==> config.mk <==
export PLATFORM = sky130hd
export DESIGN_NAME = mult_acc_stage
export DESIGN_NICKNAME = d
export VERILOG_FILES = /design/src/rtl/mult_acc_stage.sv
export SDC_FILE = /design/constraint.sdc
export NUM_CORES = 1
export LEC_CHECK = 0
export CAP_MARGIN = 15
export CORE_MARGIN = 2
export CORE_UTILIZATION = 30
export CTS_CLUSTER_SIZE = 8
export DETAILED_ROUTE_END_ITERATION = 16
export GPL_TIMING_DRIVEN = 0
export SETUP_SLACK_MARGIN = 0.2
export SLEW_MARGIN = 20
export SYNTH_ARGS = -nofsm -noshare
export SYNTH_HDL_FRONTEND = slang
export SYNTH_SLANG_ARGS = --single-unit
==> constraint.sdc <==
create_clock -name sys_clk -period 5.7 [get_ports sys_clk]
set_clock_uncertainty 0.2 [all_clocks]
set_input_delay 1.14 -clock sys_clk [delete_from_list [all_inputs] [get_ports sys_clk]]
set_output_delay 1.14 -clock sys_clk [all_outputs]
set_load 0.05 [all_outputs]
==> src/rtl/mult_acc_stage.sv <==
// Saturating signed accumulation stage: sums each group of LEN products from the
// multiplier and presents the group result on a registered valid/ready port.
module mult_acc_stage #(
  parameter int PROD_W = 16,
  parameter int ACC_W  = 24,
  parameter int LEN    = 8
) (
  input  logic                     sys_clk,
  input  logic                     sys_rst_n,
  input  logic                     clr,
  input  logic signed [PROD_W-1:0] prod_in,
  input  logic                     in_valid,
  output logic                     in_ready,
  output logic signed [ACC_W-1:0]  acc_out,
  output logic                     out_sat,
  output logic                     out_valid,
  input  logic                     out_ready
);

  localparam int CNT_W = (LEN > 1) ? $clog2(LEN) : 1;
  localparam logic [CNT_W-1:0] LAST_CNT = CNT_W'(LEN - 1);
  localparam logic signed [ACC_W-1:0] MAX_V = {1'b0, {(ACC_W-1){1'b1}}};
  localparam logic signed [ACC_W-1:0] MIN_V = {1'b1, {(ACC_W-1){1'b0}}};

  typedef enum logic {ACC, HOLD} state_t;

  state_t                   state;
  logic signed [ACC_W-1:0]  acc;
  logic [CNT_W-1:0]         cnt;
  logic                     sat;

  logic signed [ACC_W:0]    ext;
  logic signed [ACC_W:0]    sum;
  logic                     pos_ovf;
  logic                     neg_ovf;
  logic signed [ACC_W-1:0]  clamped;

  // One guard bit above the accumulator holds any single-term sum exactly, so
  // overflow shows up as a disagreement between the top two bits.
  always_comb begin
    ext     = {{(ACC_W+1-PROD_W){prod_in[PROD_W-1]}}, prod_in};
    sum     = {acc[ACC_W-1], acc} + ext;
    pos_ovf = !sum[ACC_W] &&  sum[ACC_W-1];
    neg_ovf =  sum[ACC_W] && !sum[ACC_W-1];
    clamped = sum[ACC_W-1:0];
    if (pos_ovf) clamped = MAX_V;
    if (neg_ovf) clamped = MIN_V;
  end

  assign in_ready = (state == ACC);

  // NOTE: state registers use non-blocking assignments so every flop samples
  // pre-edge values regardless of statement order.
  always_ff @(posedge sys_clk or negedge sys_rst_n) begin
    if (!sys_rst_n) begin
      state     <= ACC;
      acc       <= '0;
      cnt       <= '0;
      sat       <= 1'b0;
      acc_out   <= '0;
      out_sat   <= 1'b0;
      out_valid <= 1'b0;
    end else if (clr) begin
      // Clear wins over both handshakes; acc_out keeps its last value.
      state     <= ACC;
      acc       <= '0;
      cnt       <= '0;
      sat       <= 1'b0;
      out_valid <= 1'b0;
    end else begin
      case (state)
        ACC: begin
          if (in_valid) begin
            if (cnt == LAST_CNT) begin
              acc_out   <= clamped;
              out_sat   <= sat | pos_ovf | neg_ovf;
              out_valid <= 1'b1;
              acc       <= '0;
              cnt       <= '0;
              sat       <= 1'b0;
              state     <= HOLD;
            end else begin
              acc <= clamped;
              sat <= sat | pos_ovf | neg_ovf;
              cnt <= cnt + CNT_W'(1);
            end
          end
        end
        HOLD: begin
          if (out_ready) begin
            out_valid <= 1'b0;
            state     <= ACC;
          end
        end
        default: state <= ACC;
      endcase
    end
  end

endmodule

Yosys cells after proc, flatten, opt, wreduce, memory -nomap -nowiden
Cells that the tools add are included.

operators by class
  $add $sub $neg = 2
  eq/ne operators = 5
  multiplexer cells = 24
  bitwise gates (word level) = 4
  reduce and logical (&&, ||, !) cells = 8

operator list
  kind                 count
  $mux 24              6
  $add 24x16->25       1
  $mux 1               12
  $mux 3               4
  $ne 3x3->1 const B   2
  $pmux 1 s2           2
  $reduce_and 4->1     1
  $add 3x1->3 const B  1
  $eq 3x3->1 const B   1
  $ne 3x2->1 const B   1
  $reduce_and 3->1     1
  $logic_and 1x1->1    2
  $logic_not 1->1      2
  $ne 2x2->1 const B   1
  $not 1->1            2
  $or 1x1->1           2
  $reduce_and 2->1     1
  $reduce_bool 2->1    1

storage, ports and cells
  flip-flop bits (word level) = 55
  input port bits = 21
  output and inout bits = 27

Depth between registers and ports, before layout
  word-level depth = 9
  mapped depth = 11

Least setup slack after synthesis
No wires, ideal clock.

  path kind = input to register
  start = in prod_in[0]
  end = reg acc[20]
  setup time = 0.127 ns
  arrival time = 3.388 ns
  slack = 1.985 ns
  stages on the path = 10
  path buffers = 0
  cells stage by stage = ha_1 fa_1 a211oi_2 o21ai_2 o221ai_2 nand2b_1 a311o_1 a31oi_1 xor2_1 o21ai_1

on the way
  word-level cells in the longest chain between the ends = 9
  elaborated cells between the ends (all ways) = 11
  those cells by class = 1 x add/sub; 6 x mux; 4 x reduce/logical

ends and longest elaborated chain
  what                    line  text
  start: declaration      11    input logic signed [PROD_W-1:0] prod_in,
  $add 24x16->25 *        42    sum = {acc[ACC_W-1], acc} + ext;
  $logic_not 1->1         43    pos_ovf = !sum[ACC_W] && sum[ACC_W-1];
  $logic_and 1x1->1       43
  $mux 24                 46    if (pos_ovf) clamped = MAX_V;
  $mux 24 *               47    if (neg_ovf) clamped = MIN_V;
  $mux 24 *               74    if (cnt == LAST_CNT) begin
  $mux 24 *               73    if (in_valid) begin
  $mux 24 *               71    case (state)
  $mux 24 *               63    end else if (clr) begin
  end signal: assignment  83    acc <= clamped;
  end: declaration        28    logic signed [ACC_W-1:0] acc;

Every way passes the cells marked *; elsewhere a longest branch is shown, timed or not. The select of a mux whose other input is x is not followed.
A chain may end at the register's enable or synchronous reset.

Worst setup path after layout
Same ends and word-level chain as after synthesis.

==> summary.md <==
| Metric | Value |
|---|---|
| Netlist cell types | between 50 and 60 |
| Combinational share of power | 48.1% |
| Critical path type | in2reg |
| Commonest non-fill, non-tap cells in the layout | nand2_1, dfrtp_1, clkdlybuf4s50_1 |
| Initial core utilization | 30.4% |
| Clock Power Share | about 22% |
| Sw frac | around two fifths |
| Sink Count | between 50 and 60 |
| Syn_nets | 428 |
| Hold EP | out_valid$_DFFE_PN0P_ |
| WL per Instance | approximately 15 um |
| HP Class | reg2reg |
| Syn Std Cell Area | roughly 3400 um^2 |
| CP Capture Type | register |
| H-tree depth | 2 |
| Sequential share of the synthesized area | about two fifths |
| RSZ-0062 raised after global routing | false |
| CTS tree | yes |
| Clk slew on worst S/H paths | approximately 0.07 ns |
| Max_cap viols | 0 |
| Slew Viols, Final | 0 |
| Area leader, netlist | dfrtp_1 |
| Die height | ~110 um |
| TritonCTS Buffers | 5 |
| Filler cells | roughly 1,200 |
| Critical path peak fanout | 4 |
| Share of flip-flops with an asynchronous set or reset | 100% |
| Seq. cell area | between 1000 and 1500 um^2 |
| Ys Warns | 0 |
| Die width | approximately 110 um |
| Synth area leaders | dfrtp_1, ha_1, nand2_1 |
| Sequential share of power | between 30% and 40% |
| Post-synth top flop | dfrtp_1 |
| EDFF count, synth | 0 |
| Clock Root Buffer | clkbuf_16 |
| GPL Wtd Cong | roughly 0.8 |
| Global route overflow | 0 |
| Pwr Density | 371 nW/um^2 |
| HP Start | state$_DFF_PN0_ |
| Resized cells post-CTS | 0 |
| Initial DRC Count | roughly 140 |
| Cells along the critical path | clkdlybuf4s50_1 -> ha_1 -> fa_1 -> a211oi_2 -> o21ai_2 -> o221ai_2 -> nand2b_1 -> a311o_1 -> a31oi_1 -> xor2_1 -> o21ai_1 |
| Post-synthesis cell count | 380 |
| Synth Area per Inst | 9.07 um^2 |
| Leading cell type in the layout, fill and taps excluded | nand2_1 |
| Pin count of the biggest net entering global routing | 56 |
| Area after DPL | between 4000 and 5000 um^2 |
| Drt drc | 0 |
| TritonRoute pass-1 iters | 4 |
| Post-route cell area | between 4000 and 5000 um^2 |
| Crit-path slowest cell | fa_1 |
| DRT Wirelength | around 8800 um |
| Fmax | between 200 and 250 MHz |
| Number of diodes | 0 |
| Crit-path max cell delay | between 0.4 and 0.5 ns |
| Hold path cells | 1 |
| Vias in the first global route | roughly 3,000 |
| Initial antenna violation count | 0 |
| Die area | 12,400 um^2 |
| Worst VDD drop | around 0.00014 V |
| Postcts setup bufs | 0 |
| Worst skew pair latency | roughly 0.30 ns |
| Core ar. | ~11,000 um^2 |
| Total track usage | roughly 15% |
| Synthesized flop and latch total | 55 |
| Max Root-Sink Buffers | 2 |
| Reg2Reg Setup Slack | 2.37 ns |
| First-pass GRT wire length | around 15,000 um |
| Layout Nets | roughly 480 |
| Buffers on Ports | 46 |
| Final Cycle Share | between 70% and 80% |
| Fraction of layout cells with a size suffix above 1 | under 10% |
| Area grow syn2layout | 23.9% |
| Hold Vio Cnt, Final | 0 |
| R2R depth | 10 |
| Worst path required time | ~5.7 ns |
| I/O pins | 48 |
| Slew headroom | approximately half |
| Area of the multi-input gates | 1960 um^2 |
| Cts hold-fix bufs | 0 |
| Dpl hpwl | roughly 6400 um |
| Net Sw Power | between 0.6 and 0.7 mW |
| Vias | ~2,900 |
| Worst Setup Start Kind | primary input |
| Run status | finished clean |
| Worst r2r dst | acc[20]$_DFFE_PN0P_ |
| Worst EP arrival | 4.21 ns |
| Vias/cell | a little over 5 |
| Worst Tran Pin Value | about 0.77 ns |
| Setup TNS | 0 ns |
| Row cnt | 39 |
| Worst r2r src | acc[0]$_DFFE_PN0P_ |
| LEAKAGE | between 1.5 and 2 nW |
| Int Pwr | about 0.95 mW |
| Post-layout min period | ~4.2 ns |
| Post-route antenna net violation count | 0 |
| Final setup vio count | 0 |
| Synth top area share | around two fifths |
[metal layers]
| metal | track usage [%] | vias to the layer above | wire, um | share of wire (%) |
|---|---|---|---|---|
| met2 | 23.8 | 68 | 4090 | 46 |
| met5 | 0 | - | 0 | 0 |
| met3 | 2.84 | 8 | 364 | 4.1 |
| met1 | 20.2 | 1402 | 4210 | 48 |
| met4 | 4.20 | 0 | 128 | 1.5 |
| li1 | - | 1465 | - | - |
[registers in the layout (all words and copies together), names as in the netlist]
| register | flops |
|---|---|
| out_valid | 1 |
| acc_out | 24 |
| cnt | 3 |
| out_sat | 1 |
| state | 1 |
| sat | 1 |
| acc | 24 |
[power groups by stage]
| stage | logic (mW) | clock network (mW) | registers (mW) |
|---|---|---|---|
| 2_1_floorplan | 0.584 | 0 | 0.481 |
| 3_3_place_gp | 0.745 | 0 | 0.484 |
| 3_5_place_dp | 0.756 | 0 | 0.486 |
| 4_1_cts | 0.760 | 0.353 | 0.479 |
| 5_1_grt | 0.853 | 0.371 | 0.487 |
| 6_report | 0.763 | 0.345 | 0.478 |
[cell families after synthesis]
kind of cell	count (synthesis)	synth area share (%)
xor gates and xnor gates	21	5.34
DFF	55	39.9
AOI/OAI and AO/OA	132	23.9
buffers and inverters	18	3.12
adders and majority gates	27	10.0
muxes	4	1.89
and+or+nand+nor	123	15.8
[metrics by stage]
stage / total power [mW] / hold slack [ns] / instances / utilization, % / setup WS (ns)
floorplan: 1.07 / 0.242 / 380 / - / 1.98
detailed placement: 1.24 / 0.268 / 570 / 36.3 / 1.19
global placement: 1.23 / 0.255 / 569 / 36.1 / 1.21
finish: 1.59 / 0.262 / 577 / 37.7 / 1.47
CTS: 1.59 / 0.271 / 577 / 37.7 / 1.49
global route: 1.71 / 0.301 / 577 / 37.7 / 1.30
[worst max-delay path: cells and delay by family]
kind | cells | cell delay (ns)
compound gates | 6 | 1.46
xor+xnor | 1 | 0.31
fa+ha+maj | 2 | 0.69
buf+inv | 1 | 0.42
simple gates | 1 | 0.16
[area by class of cell]
cell class | count | area share, %
Multi-Input combinational cell | 307 | 46.0
Sequential cell | 55 | 32.2
Timing Repair Buffer | 47 | 11.4
Clock inverter | 1 | 0.703
Buffer | 15 | 2.26
Inverter | 3 | 0.264
Clock buffer | 6 | 3.02
Tap cell | 143 | 4.19
[cell usage after synthesis (4+ instances only)]
library cell / instances
nor3_1: 4
xor2_1: 10
o21ai_0: 26
a21oi_1: 25
dfrtp_1: 55
a21o_1: 7
nor2b_1: 4
nor2_1: 30
clkbuf_1: 7
buf_6: 4
o21ai_1: 42
a211oi_1: 4
a31oi_1: 7
xnor2_1: 11
ha_1: 26
nand2_1: 63
[worst max-delay path by stage]
stage                      from             endpoint  slack, ns  depth (start not counted)
floorplan            prod_in[0]  acc[20]$_DFFE_PN0P_       1.98                         10
global placement     prod_in[0]  acc[20]$_DFFE_PN0P_       1.21                         11
detailed placement   prod_in[0]  acc[18]$_DFFE_PN0P_       1.19                         12
CTS                  prod_in[0]  acc[18]$_DFFE_PN0P_       1.49                         12
global route        prod_in[15]  acc[19]$_DFFE_PN0P_       1.30                         12
finish               prod_in[0]  acc[20]$_DFFE_PN0P_       1.47                         11
No activity file was read; power rests on OpenSTA's default activity.
